[config.mk]
export PLATFORM = sky130hd
export DESIGN_NAME = fruit_launcher
export DESIGN_NICKNAME = d
export VERILOG_FILES = /design/src/rtl/fruit_launcher.sv
export SDC_FILE = /design/constraint.sdc
export NUM_CORES = 1
export LEC_CHECK = 0
export CORE_UTILIZATION = 47
export CTS_CLUSTER_SIZE = 30
export DETAILED_ROUTE_END_ITERATION = 8
export GPL_TIMING_DRIVEN = 0
export MAX_ROUTING_LAYER = met4
export PLACE_DENSITY_LB_ADDON = 0.05
export SLEW_MARGIN = 25
export SYNTH_ARGS = -nofsm -noshare
export SYNTH_HDL_FRONTEND = slang
export SYNTH_SLANG_ARGS = --single-unit
[constraint.sdc]
create_clock -name clk -period 2.9 [get_ports clk]
set_clock_uncertainty 0.2 [all_clocks]
set_input_delay 0.58 -clock clk [delete_from_list [all_inputs] [get_ports clk]]
set_output_delay 0.58 -clock clk [all_outputs]
set_load 0.03 [all_outputs]
[src/rtl/fruit_launcher.sv]
// fruit_launcher: trajectory commander for one flying object.
// Drives the position integrator's spawn point, speeds, directions, move
// strobe and reload pulse. Sequences spawn, ballistic flight with gravity,
// off-screen exit or slice termination, then respawns after an idle gap.
//
// Optional build macro: LAUNCHER_RANDOM_EN
//   defined   -> a 16-bit Fibonacci LFSR randomises the spawn x, the
//                horizontal direction, and the launch speeds.
//   undefined -> fixed launch parameters; no LFSR is built.
//
// Integrator protocol: objRst is a one-cycle reload strobe; the integrator
// loads initPosX/initPosY and latches vx/vy/dx/dy while objRst is high.
// moveclk is a one-cycle step strobe; the integrator takes one step using
// the vx/vy/dx/dy values present during that cycle. There is no
// back-pressure: every strobe is consumed.
//
// state_dbg encoding: 0 IDLE, 1 LAUNCH, 2 FLY, 3 DONE.
module fruit_launcher #(
  parameter int          TICK_DIV  = 1000000,
  parameter int          GRAV_DIV  = 4,
  parameter int          SPAWN_GAP = 50,
  parameter int          SCREEN_W  = 640,
  parameter int          SCREEN_H  = 480,
  parameter int          VX_LAUNCH = 2,
  parameter int          VY_LAUNCH = 12,
  parameter int          VY_MAX    = 15,
  parameter logic [15:0] LFSR_SEED = 16'hACE1
) (
  input  logic       clk,
  input  logic       rst,
  input  logic [9:0] posx,
  input  logic [8:0] posy,
  input  logic       sliced,
  output logic [9:0] initPosX,
  output logic [8:0] initPosY,
  output logic [9:0] vx,
  output logic [8:0] vy,
  output logic [1:0] dx,
  output logic [1:0] dy,
  output logic       moveclk,
  output logic       objRst,
  output logic       active,
  output logic       done,
  output logic       hit,
  output logic [1:0] state_dbg
);

  localparam int TW  = (TICK_DIV > 1) ? $clog2(TICK_DIV) : 1;
  localparam int GW  = (SPAWN_GAP > 0) ? $clog2(SPAWN_GAP + 1) : 1;
  localparam int GRW = (GRAV_DIV > 1) ? $clog2(GRAV_DIV) : 1;

  localparam logic [1:0] DIR_INC  = 2'b11;
  localparam logic [1:0] DIR_DEC  = 2'b10;
  localparam logic [1:0] DIR_HOLD = 2'b00;

  typedef enum logic [1:0] {
    IDLE   = 2'd0,
    LAUNCH = 2'd1,
    FLY    = 2'd2,
    DONE   = 2'd3
  } state_t;

  state_t state, state_n;

  logic [TW-1:0]  tick_cnt;
  logic [GW-1:0]  gap_cnt;
  logic [GRW-1:0] grav_cnt;
  logic           tick;
  logic           exit_hit;

  // launch parameters presented to the IDLE->LAUNCH transition
  logic [9:0] l_x;
  logic [9:0] l_vx;
  logic [8:0] l_vy;
  logic [1:0] l_dx;

  // 11-bit copies so the exit sums and compares cannot wrap
  logic [10:0] px_e, py_e, vx_e, vy_e;

  assign tick      = (tick_cnt == TW'(TICK_DIV - 1));
  assign state_dbg = state;

`ifdef LAUNCHER_RANDOM_EN
  logic [15:0] lfsr;
  logic        lfsr_fb;
  logic [9:0]  vx_launch_unused;

  // VX_LAUNCH is superseded by the random speed in this build
  assign vx_launch_unused = 10'(VX_LAUNCH);
  assign lfsr_fb = lfsr[15] ^ lfsr[13] ^ lfsr[12] ^ lfsr[10];

  // Free-running LFSR, taps 16,14,13,11, advances every clock
  always_ff @(posedge clk) begin
    if (rst) lfsr <= LFSR_SEED;
    else     lfsr <= {lfsr[14:0], lfsr_fb};
  end

  // Random launch parameters drawn from the current LFSR state
  always_comb begin
    l_x  = 10'd192 + {2'b00, lfsr[7:0]};
    l_dx = lfsr[8] ? DIR_INC : DIR_DEC;
    l_vx = 10'd1 + {8'd0, lfsr[10:9]};
    l_vy = 9'(VY_LAUNCH) - {7'd0, lfsr[12:11]};
  end
`else
  logic [15:0] lfsr_seed_unused;

  // The seed parameter stays in the parameter list so both builds match
  assign lfsr_seed_unused = LFSR_SEED;

  // Fixed launch parameters
  always_comb begin
    l_x  = 10'(SCREEN_W / 2);
    l_dx = DIR_INC;
    l_vx = 10'(VX_LAUNCH);
    l_vy = 9'(VY_LAUNCH);
  end
`endif

  // Off-screen exit test against the step about to be taken
  always_comb begin
    px_e     = {1'b0, posx};
    py_e     = {2'b00, posy};
    vx_e     = {1'b0, vx};
    vy_e     = {2'b00, vy};
    exit_hit = 1'b0;
    if ((dy == DIR_DEC) && (py_e < vy_e))                    exit_hit = 1'b1;
    if ((dy == DIR_INC) && ((py_e + vy_e) >= 11'(SCREEN_H))) exit_hit = 1'b1;
    if ((dx == DIR_DEC) && (px_e < vx_e))                    exit_hit = 1'b1;
    if ((dx == DIR_INC) && ((px_e + vx_e) >= 11'(SCREEN_W))) exit_hit = 1'b1;
  end

  // Next-state logic and state-decoded strobes
  always_comb begin
    state_n = state;
    objRst  = 1'b0;
    active  = 1'b0;
    done    = 1'b0;
    case (state)
      IDLE: begin
        // the tick that takes the gap counter to zero starts the launch
        if (tick && (gap_cnt <= GW'(1))) state_n = LAUNCH;
      end
      LAUNCH: begin
        objRst  = 1'b1;
        state_n = FLY;
      end
      FLY: begin
        active = 1'b1;
        if (sliced || (tick && exit_hit)) state_n = DONE;
      end
      DONE: begin
        done    = 1'b1;
        state_n = IDLE;
      end
      default: state_n = IDLE;
    endcase
  end

  // State register
  always_ff @(posedge clk) begin
    if (rst) state <= IDLE;
    else     state <= state_n;
  end

  // Tick divider: free-running, restarted at launch so flight is phase-aligned
  always_ff @(posedge clk) begin
    if (rst)                           tick_cnt <= '0;
    else if ((state == LAUNCH) || tick) tick_cnt <= '0;
    else                               tick_cnt <= tick_cnt + 1'b1;
  end

  // Flight datapath: launch loading, strobes, gravity, termination
  always_ff @(posedge clk) begin
    if (rst) begin
      moveclk  <= 1'b0;
      hit      <= 1'b0;
      vx       <= '0;
      vy       <= '0;
      dx       <= DIR_HOLD;
      dy       <= DIR_HOLD;
      initPosX <= 10'(SCREEN_W / 2);
      initPosY <= 9'(SCREEN_H - 10);
      gap_cnt  <= GW'(SPAWN_GAP);
      grav_cnt <= '0;
    end else begin
      moveclk <= 1'b0;
      case (state)
        IDLE: begin
          if (tick) begin
            if (gap_cnt <= GW'(1)) begin
              gap_cnt  <= '0;
              initPosX <= l_x;
              initPosY <= 9'(SCREEN_H - 10);
              vx       <= l_vx;
              vy       <= l_vy;
              dx       <= l_dx;
              dy       <= DIR_DEC;
            end else begin
              gap_cnt <= gap_cnt - 1'b1;
            end
          end
        end
        LAUNCH: begin
          grav_cnt <= '0;
          hit      <= 1'b0;
        end
        FLY: begin
          // gravity is applied after the strobe cycle so the integrator
          // steps with the speeds it saw while moveclk was high
          if (moveclk) begin
            if (grav_cnt == GRW'(GRAV_DIV - 1)) begin
              grav_cnt <= '0;
              if (dy == DIR_DEC) begin
                if (vy > 9'd1) vy <= vy - 9'd1;
                else           dy <= DIR_INC;
              end else begin
                if (vy >= 9'(VY_MAX)) vy <= 9'(VY_MAX);
                else                  vy <= vy + 9'd1;
              end
            end else begin
              grav_cnt <= grav_cnt + 1'b1;
            end
          end
          // termination overrides any gravity direction change above
          if (sliced) begin
            hit <= 1'b1;
            dx  <= DIR_HOLD;
            dy  <= DIR_HOLD;
          end else if (tick) begin
            if (exit_hit) begin
              hit <= 1'b0;
              dx  <= DIR_HOLD;
              dy  <= DIR_HOLD;
            end else begin
              moveclk <= 1'b1;
            end
          end
        end
        DONE: begin
          gap_cnt <= GW'(SPAWN_GAP);
        end
        default: ;
      endcase
    end
  end

endmodule

==> results.cfg, run 1 <==
[run_status]
status = finished, violations left
violations = negative setup slack

[timing]
setup_slack_ns = -0.0249
tightestPinTransition_ns = 0.563
maxSlewHeadroom_pct = 62.4
finalSetupViolations = 2
period_needed_ns = 2.92
max_freq_mhz = 342
period_share_pct = 101
hold_violations = 0
maxSlewViolCount = 0
rsz0062_at_grt = true

[floorplan]
die_h_um = 85.8
io_pins = 71
row_count = 30
fp.dieArea_um2 = 7360
start_util_pct = 48.5
fp.coreArea_um2 = 6790
fp.dieW_um = 85.8

[cells_and_area]
layout.cells.non_filler = 597
nNetsFinal = 554
n_fill_cell = 596
multi_input_area_um2 = 2430
diodes = 0
area_growth_pct = 34.7
drive_above_1_share_pct = 21.0
register_area_um2 = 925

[power_and_ir_drop]
power.density_nw_per_um2 = 398
power.total_mw = 1.77
vdd.ir_drop.worst_mv = 0.289
leakagePower_nw = 1.87

[synthesis]
yosys.area.top_type = dfxtp_1
synth_cell_types = 59
synth.top_cell.area_share_pct = 27.3
ys_top_cells_by_area = dfxtp_1, ha_1, buf_4
async_flop_share_pct = 0
synth-edff-count = 0
postSynthCellCount = 410
yosysSeqAreaShare_pct = 27.3
synthFlopType = dfxtp_1
syn-cell-area_um2 = 3300
ys_ff_latch = 45
synth.top_cells.by_count = nor2_1, dfxtp_1, ha_1
yosysWarnings = 0
postSynthAreaPerCell_um2 = 8.04
synth.most_common_cell = nor2_1

[global_routing]
grt_pass1_wl_um = 13200
grt_antenna_before_repair = 0
grt_overflow = 0
grt_pass1_vias = 2846
grt_start_max_net_pins = 15
track_usage_pct = 23.0

[place]
hpwlAfterDp_um = 5800
port_buffers = 40
placed_cells = 572
pre_cts_ws_ns = -0.865
routabilityCongestion = 0.982

[drt]
num_vias = 3149
drt-initial-drc-count = 134
drt-wirelength-per-cell_um = 13.7
vias_per_cell = 5.27
final_antenna_net_count = 0
drc = 0
firstDrtPassIters = 6
wl_um = 8170

[clock_tree]
ctsRootBufferMaster = clkbuf_8
h-tree-depth = 2
cts_sinks = 45
path_clk_slew_ns = 0.09
clk_path_buf_depth = 2
cts_tree = done
clk_latency_ns = 0.30
cts-buffers-inserted = 5

[min_path]
hp-class = flip-flop to flip-flop
worstHoldStart = tick_cnt[0]

[run]
cap_viol_max_count = 0

[worst_setup_path]
r2r_start = vy[6]
startpoint = posy[7]
critPathKind = input pin to flip-flop
max_stage_delay_ns = 0.47
slowest_stage = or4_1
cp-start-kind = input pin
crit_chain = buf_2 > ha_4 > nor2b_2 > or4_1 > o31a_1 > and3_4 > o31a_1 > a41o_4 > o21a_1 > o21a_1
cp_max_fo = 5
crit_required_ns = 2.90
cp.arrival_ns = 2.92
cp_top_family = compound AO/OA/AOI/OAI gates
critical_path_buf_inv_count = 1
cp-end-kind = flip-flop
-- what timing repair did --
item	CTS	global route
hold buffers	0	0
pin swaps	16	17
endpoints found under the setup margin	7	10
resized for setup	50	27
setup buffers	11	6
-- worst reg2reg max path, cell delays in order, from the launching register on --
cell,delay [ns]
dfxtp_4,0.36
buf_4,0.16
ha_4,0.17
or4_1,0.51
o31a_1,0.31
and3_4,0.19
o31a_1,0.28
a41o_4,0.27
o21a_1,0.20
o21a_1,0.17
-- through the flow --
| stage | instance area, µm² | util, % | hold slack, ns | TNS [ns] |
|---|---|---|---|---|
| 6_report | 4440 | 65.4 | 0.279 | -0.0498 |
| 4_1_cts | 4270 | 62.9 | 0.282 | -0.156 |
| 2_1_floorplan | 3430 | - | 0.238 | -0.105 |
| 3_3_place_gp | 3960 | 58.2 | 0.264 | -5.14 |
| 3_5_place_dp | 3960 | 58.2 | 0.261 | -5.67 |
| 5_1_grt | 4440 | 65.4 | 0.301 | -0.322 |
-- report_power, final --
group | internal, mW | switching, mW | total (mW)
Sequential | 0.644 | 0.0418 | 0.685
Clock | 0.259 | 0.219 | 0.478
Combinational | 0.240 | 0.366 | 0.606
-- layout by cell type (no fill, tap or decap), types with 6 or more instances in the layout --
cell type	Yosys	final
a21oi_1	18	18
and3_1	8	8
buf_4	30	45
clkbuf_1	9	10
clkdlybuf4s50_1	0	31
conb_1	2	28
dfxtp_1	45	38
dfxtp_4	0	6
ha_1	31	16
ha_4	0	10
inv_1	18	15
nand2_1	26	26
nand3_1	14	13
nand4_1	6	6
nor2_1	47	46
nor2b_1	10	8
nor3_1	19	17
o211a_1	6	6
o21ai_0	19	19
or3_1	7	6
xor2_1	12	12
-- flip-flops by register name, indices dropped and copies added, names as in the netlist --
| name | flops |
|---|---|
| grav_cnt | 2 |
| dx | 1 |
| vy | 9 |
| moveclk | 1 |
| state_dbg | 2 |
| gap_cnt | 6 |
| vx | 1 |
| hit | 1 |
| tick_cnt | 20 |
| dy | 2 |
-- layer usage --
| layer | track usage (%) | wire length, µm | up-vias |
|---|---|---|---|
| li1 | - | - | 1583 |
| met1 | 29.2 | 3760 | 1472 |
| met2 | 38.0 | 3950 | 84 |
| met3 | 3.56 | 378 | 10 |
| met4 | 6.21 | 80 | 0 |
| met5 | - | 0 | - |
-- path summary, 6_finish.rpt --
kind | end | slack, ns | depth (start not counted)
setup / recovery | state_dbg[0] | -0.02 | 10
hold / removal | tick_cnt[0] | 0.28 | 1
hold reg to reg | tick_cnt[0] | 0.28 | 1
setup reg to reg | state_dbg[0] | -0.01 | 9
-- area by class of cell --
cell class | instances | share of cell area (%)
multi-input cells | 332 | 54.6
inverters | 19 | 1.72
clock buffers | 6 | 1.63
repair buffers | 57 | 11.7
flip-flops and latches | 45 | 20.8
well taps | 96 | 2.70
plain buffers | 40 | 5.94
clock inverters | 2 | 0.873
-- cells by family (layout without fill, tap and decap cells) --
| group | Yosys count | in the layout | synth area share [%] |
|---|---|---|---|
| fa+ha+maj | 32 | 32 | 12.4 |
| other cells | 2 | 28 | 0.228 |
| flops | 45 | 45 | 27.3 |
| mux | 5 | 5 | 1.52 |
| xor+xnor | 17 | 17 | 4.51 |
| buf+inv | 59 | 124 | 10.2 |
| compound gates | 84 | 84 | 18.1 |
| simple gates | 166 | 166 | 25.8 |
Power figures use the tool's default switching activity.
==> run 2, diff against run 1 <==
RECOVER_POWER = 25   (was unset)
==> run 2 against run 1 <==
Effect of this change:
- the flow still finishes with violations (negative setup slack)
- non-clock buffer count is the same
- global-route usage is the same
- largest cell class unchanged
- register-to-register slack is essentially flat
- clock-buffer cell count is the same
- sequential share of layout area is essentially flat
- critical endpoint is now state_dbg[1]
- first-iteration DRC count grew 1.5%
- power shrank 0.16%
- sequential power is essentially flat
- final cell count is the same
==> results.cfg, run 2 (synthesis gave the netlist of run 1 again) <==
[run_status]
status = finished, violations left
violations = negative setup slack

[cells_and_area]
top_regs = tick_cnt x20, vy x9, gap_cnt x6
largest-register = tick_cnt
area_growth_pct = 34.6
layout.cells.non_filler = 597
multi_input_area_um2 = 2430
final_cell_mix = nor2_1, buf_4, dfxtp_1
register_area_um2 = 925
utilization_pct = 65.3
largest_register_ffs = 20
nNetsFinal = 554
n_fill_cell = 598
fin_area_um2 = 4440
final_common_cell = nor2_1
drive_above_1_share_pct = 20.8
diodes = 0

[clock_tree]
cts_tree = done
path_clk_slew_ns = 0.09
cts_sinks = 45
h-tree-depth = 2
cts-buffers-inserted = 5
ctsRootBufferMaster = clkbuf_8
clk_path_buf_depth = 2
clk_latency_ns = 0.30

[worst_setup_path]
startpoint = posy[7]
cp.arrival_ns = 2.94
rr_endpoint = state_dbg[1]
cp.depth = 10
crit_end = state_dbg[1]
reg2reg_slack_ns = -0.01
cp_common_cell = o31a_1
critical_path_buf_inv_count = 1
cp-start-kind = input pin
slowest_stage = or4_1
crit_chain = buf_2 > ha_4 > nor2b_2 > or4_1 > o31a_1 > and3_4 > o31a_1 > a41o_4 > o21a_1 > o31ai_2
critPathKind = input pin to flip-flop
crit_required_ns = 2.92
cp_max_fo = 5
cp-end-kind = flip-flop
reg2reg_depth = 9
cp_top_family = compound AO/OA/AOI/OAI gates
max_stage_delay_ns = 0.47
r2r_start = vy[6]

[place]
dpl-instance-area_um2 = 3960
hpwlAfterDp_um = 5800
pre_cts_ws_ns = -0.865
port_buffers = 40
placed_cells = 572
routabilityCongestion = 0.982

[timing]
tightestPinTransition_ns = 0.563
max_freq_mhz = 342
setup_slack_ns = -0.0227
period_share_pct = 101
maxSlewHeadroom_pct = 62.5
rsz0062_at_grt = true
maxSlewViolCount = 0
finalSetupViolations = 2
hold_violations = 0
period_needed_ns = 2.92

[power_and_ir_drop]
leakagePower_nw = 1.90
power.total_mw = 1.77
power.density_nw_per_um2 = 398
vdd.ir_drop.worst_mv = 0.289

[run]
cap_viol_max_count = 0

[floorplan]
fp.coreArea_um2 = 6790
fp.dieArea_um2 = 7360
io_pins = 71
row_count = 30
start_util_pct = 48.5
fp.dieW_um = 85.8
die_h_um = 85.8

[min_path]
worstHoldStart = tick_cnt[0]
hp-class = flip-flop to flip-flop

[drt]
vias_per_cell = 5.26
firstDrtPassIters = 6
drc = 0
num_vias = 3142
drt-initial-drc-count = 136
drt-wirelength-per-cell_um = 13.7
wl_um = 8150
final_antenna_net_count = 0

[global_routing]
grt_antenna_before_repair = 0
grt_start_max_net_pins = 15
grt_pass1_wl_um = 13200
grt_pass1_vias = 2846
track_usage_pct = 23.0
grt_overflow = 0
==> run 2: timing repair <==
item | in CTS | in global routing
hold buffers | 0 | 0
setup buffers | 11 | 6
endpoints found under the setup margin | 7 | 10
gates resized for setup | 50 | 27
pin swaps | 16 | 17
==> run 2: through the flow <==
stage	TNS [ns]	hold WS, ns
2_1_floorplan	-0.105	0.238
3_3_place_gp	-5.14	0.264
3_5_place_dp	-5.67	0.261
4_1_cts	-0.156	0.282
5_1_grt	-0.317	0.301
6_report	-0.0454	0.279
==> run 2: area by class of cell <==
cell class,instances,share of cell area (%)
inverters,19,1.72
clock buffers,6,1.64
repair buffers,57,11.7
multi-input cells,332,54.7
well taps,96,2.71
clock inverters,2,0.874
plain buffers,40,5.86
flip-flops and latches,45,20.8
==> run 2: worst min path at each step <==
stage	endpoint	slack [ns]	cells past startpoint
2_1_floorplan	tick_cnt[0]	0.24	1
3_3_place_gp	tick_cnt[0]	0.26	1
3_5_place_dp	tick_cnt[0]	0.26	1
4_1_cts	tick_cnt[0]	0.28	1
5_1_grt	tick_cnt[0]	0.30	1
6_report	tick_cnt[0]	0.28	1
==> run 2: layer usage <==
layer	up-vias	GRT usage (%)	part of all wire, %
met5	-	-	0
met4	0	6.21	0.98
met3	10	3.56	4.6
met2	84	38.0	48
met1	1464	29.2	46
li1	1584	-	-
==> run 2: where the power goes <==
part           switching (mW)  total [mW]  internal, mW  leakage (nW)
registers              0.0413       0.685         0.644         0.369
logic                   0.366       0.602         0.236          1.48
clock network           0.220       0.479         0.259        0.0554
total                   0.628        1.77          1.14          1.90
==> run 3, diff against run 2 <==
SKIP_LAST_GASP = 1   (was unset)
==> run 3 against run 2 <==
Effect of this change:
- the run still ends with negative setup slack left
- highest routed layer unchanged
- final cell count unchanged
- largest power group unchanged
- first-iteration DRC count decreased by 2.2%
- die area unchanged
- critical endpoint is now state_dbg[0]
==> results.cfg, run 3 (synthesis gave the netlist of run 1 again) <==
[run_status]
status = finished, violations left
violations = negative setup slack

[cells_and_area]
area_growth_pct = 34.6
final_cell_mix = nor2_1, buf_4, dfxtp_1
fin_area_um2 = 4440
largest_register_ffs = 20
diodes = 0
drive_above_1_share_pct = 20.8
final_common_cell = nor2_1
nNetsFinal = 554
top_regs = tick_cnt x20, vy x9, gap_cnt x6
layout.cells.non_filler = 597
largest-register = tick_cnt

[timing]
maxSlewHeadroom_pct = 62.1
tightestPinTransition_ns = 0.568
period_needed_ns = 2.94
hold_violations = 0
setup_slack_ns = -0.0385
period_share_pct = 101
rsz0062_at_grt = true
max_freq_mhz = 340
setup_tns_ns = -0.0600
whs_ns = 0.279
maxSlewViolCount = 0
finalSetupViolations = 2

[worst_setup_path]
crit_required_ns = 2.90
cp_max_fo = 5
cp-end-kind = flip-flop
critPathKind = input pin to flip-flop
cp.arrival_ns = 2.94
cp-start-kind = input pin

[clock_tree]
cts_tree = done
ctsRootBufferMaster = clkbuf_8
clk_latency_ns = 0.30
clk_path_buf_depth = 2
path_clk_slew_ns = 0.09
cts_sinks = 45
h-tree-depth = 2
cts-buffers-inserted = 5

[power_and_ir_drop]
leakagePower_nw = 1.90
vdd.ir_drop.worst_mv = 0.287
power.density_nw_per_um2 = 398
power.total_mw = 1.76

[floorplan]
io_pins = 71
start_util_pct = 48.5
fp.dieW_um = 85.8
die_h_um = 85.8
fp.coreArea_um2 = 6790
fp.dieArea_um2 = 7360
row_count = 30

[place]
routabilityCongestion = 0.982
placed_cells = 572
dpl-instance-area_um2 = 3960
port_buffers = 40
hpwlAfterDp_um = 5800

[global_routing]
grt_start_max_net_pins = 15
track_usage_pct = 23.0
grt_antenna_before_repair = 0
grt_overflow = 0
grt_pass1_wl_um = 13200
grt_pass1_vias = 2846

[drt]
vias_per_cell = 5.29
final_antenna_net_count = 0
firstDrtPassIters = 6
drt-wirelength-per-cell_um = 13.7
drc = 0
wl_um = 8170
num_vias = 3158
drt-initial-drc-count = 133

[run]
cap_viol_max_count = 0

[min_path]
hp-class = flip-flop to flip-flop
## run 3: metal layers
layer  vias up  share of wire [%]  GRT usage [%]
li1       1584                  -              -
met1      1473                 46           29.2
met2        91                 48           38.0
met3        10                5.0           3.56
met4         0               0.99           6.21
met5         -                  0              -
## run 3: layout make-up
cell class,instances,area (µm²)
tap,96,120
fill,598,2360
inverter,19,76.3
buffer,40,260
clock inverter,2,38.8
clock buffer,6,72.6
timing repair buffer,57,519
sequential,45,925
multi-input combinational,332,2430
## run 3: worst paths after layout
| kind | startpoint | to | slack (ns) | cells past startpoint |
|---|---|---|---|---|
| max reg2reg | vy[6] | state_dbg[0] | -0.03 | 9 |
| max | posy[7] | state_dbg[0] | -0.04 | 10 |
| min reg2reg | tick_cnt[0] | tick_cnt[0] | 0.28 | 1 |
| min | tick_cnt[0] | tick_cnt[0] | 0.28 | 1 |
## run 3: timing repair
| item | CTS | global route |
|---|---|---|
| resized for setup | 50 | 27 |
| pin swaps | 16 | 16 |
| setup endpoints to repair | 7 | 10 |
| hold buffers | 0 | 0 |
| buffers inserted | 11 | 6 |
## run 3: where the power goes
group          switching (mW)  internal [mW]
sequential             0.0415          0.644
clock                   0.219          0.259
combinational           0.366          0.236
total                   0.626           1.14
## run 3: through the flow
step                      utilization [%]  setup WS [ns]
after global routing                 65.3         -0.100
after detailed placement             58.2         -0.865
after floorplan                         -        -0.0568
after CTS                            62.9        -0.0795
final                                65.3        -0.0385
after global placement               58.2         -0.819
## run 3: critical path, cell delays in order
cell and delay [ns]:
buf_2 0.14, ha_4 0.16, nor2b_2 0.14, or4_1 0.47
o31a_1 0.31, and3_4 0.19, o31a_1 0.28, a41o_4 0.27
o21a_1 0.20, o21a_1 0.18
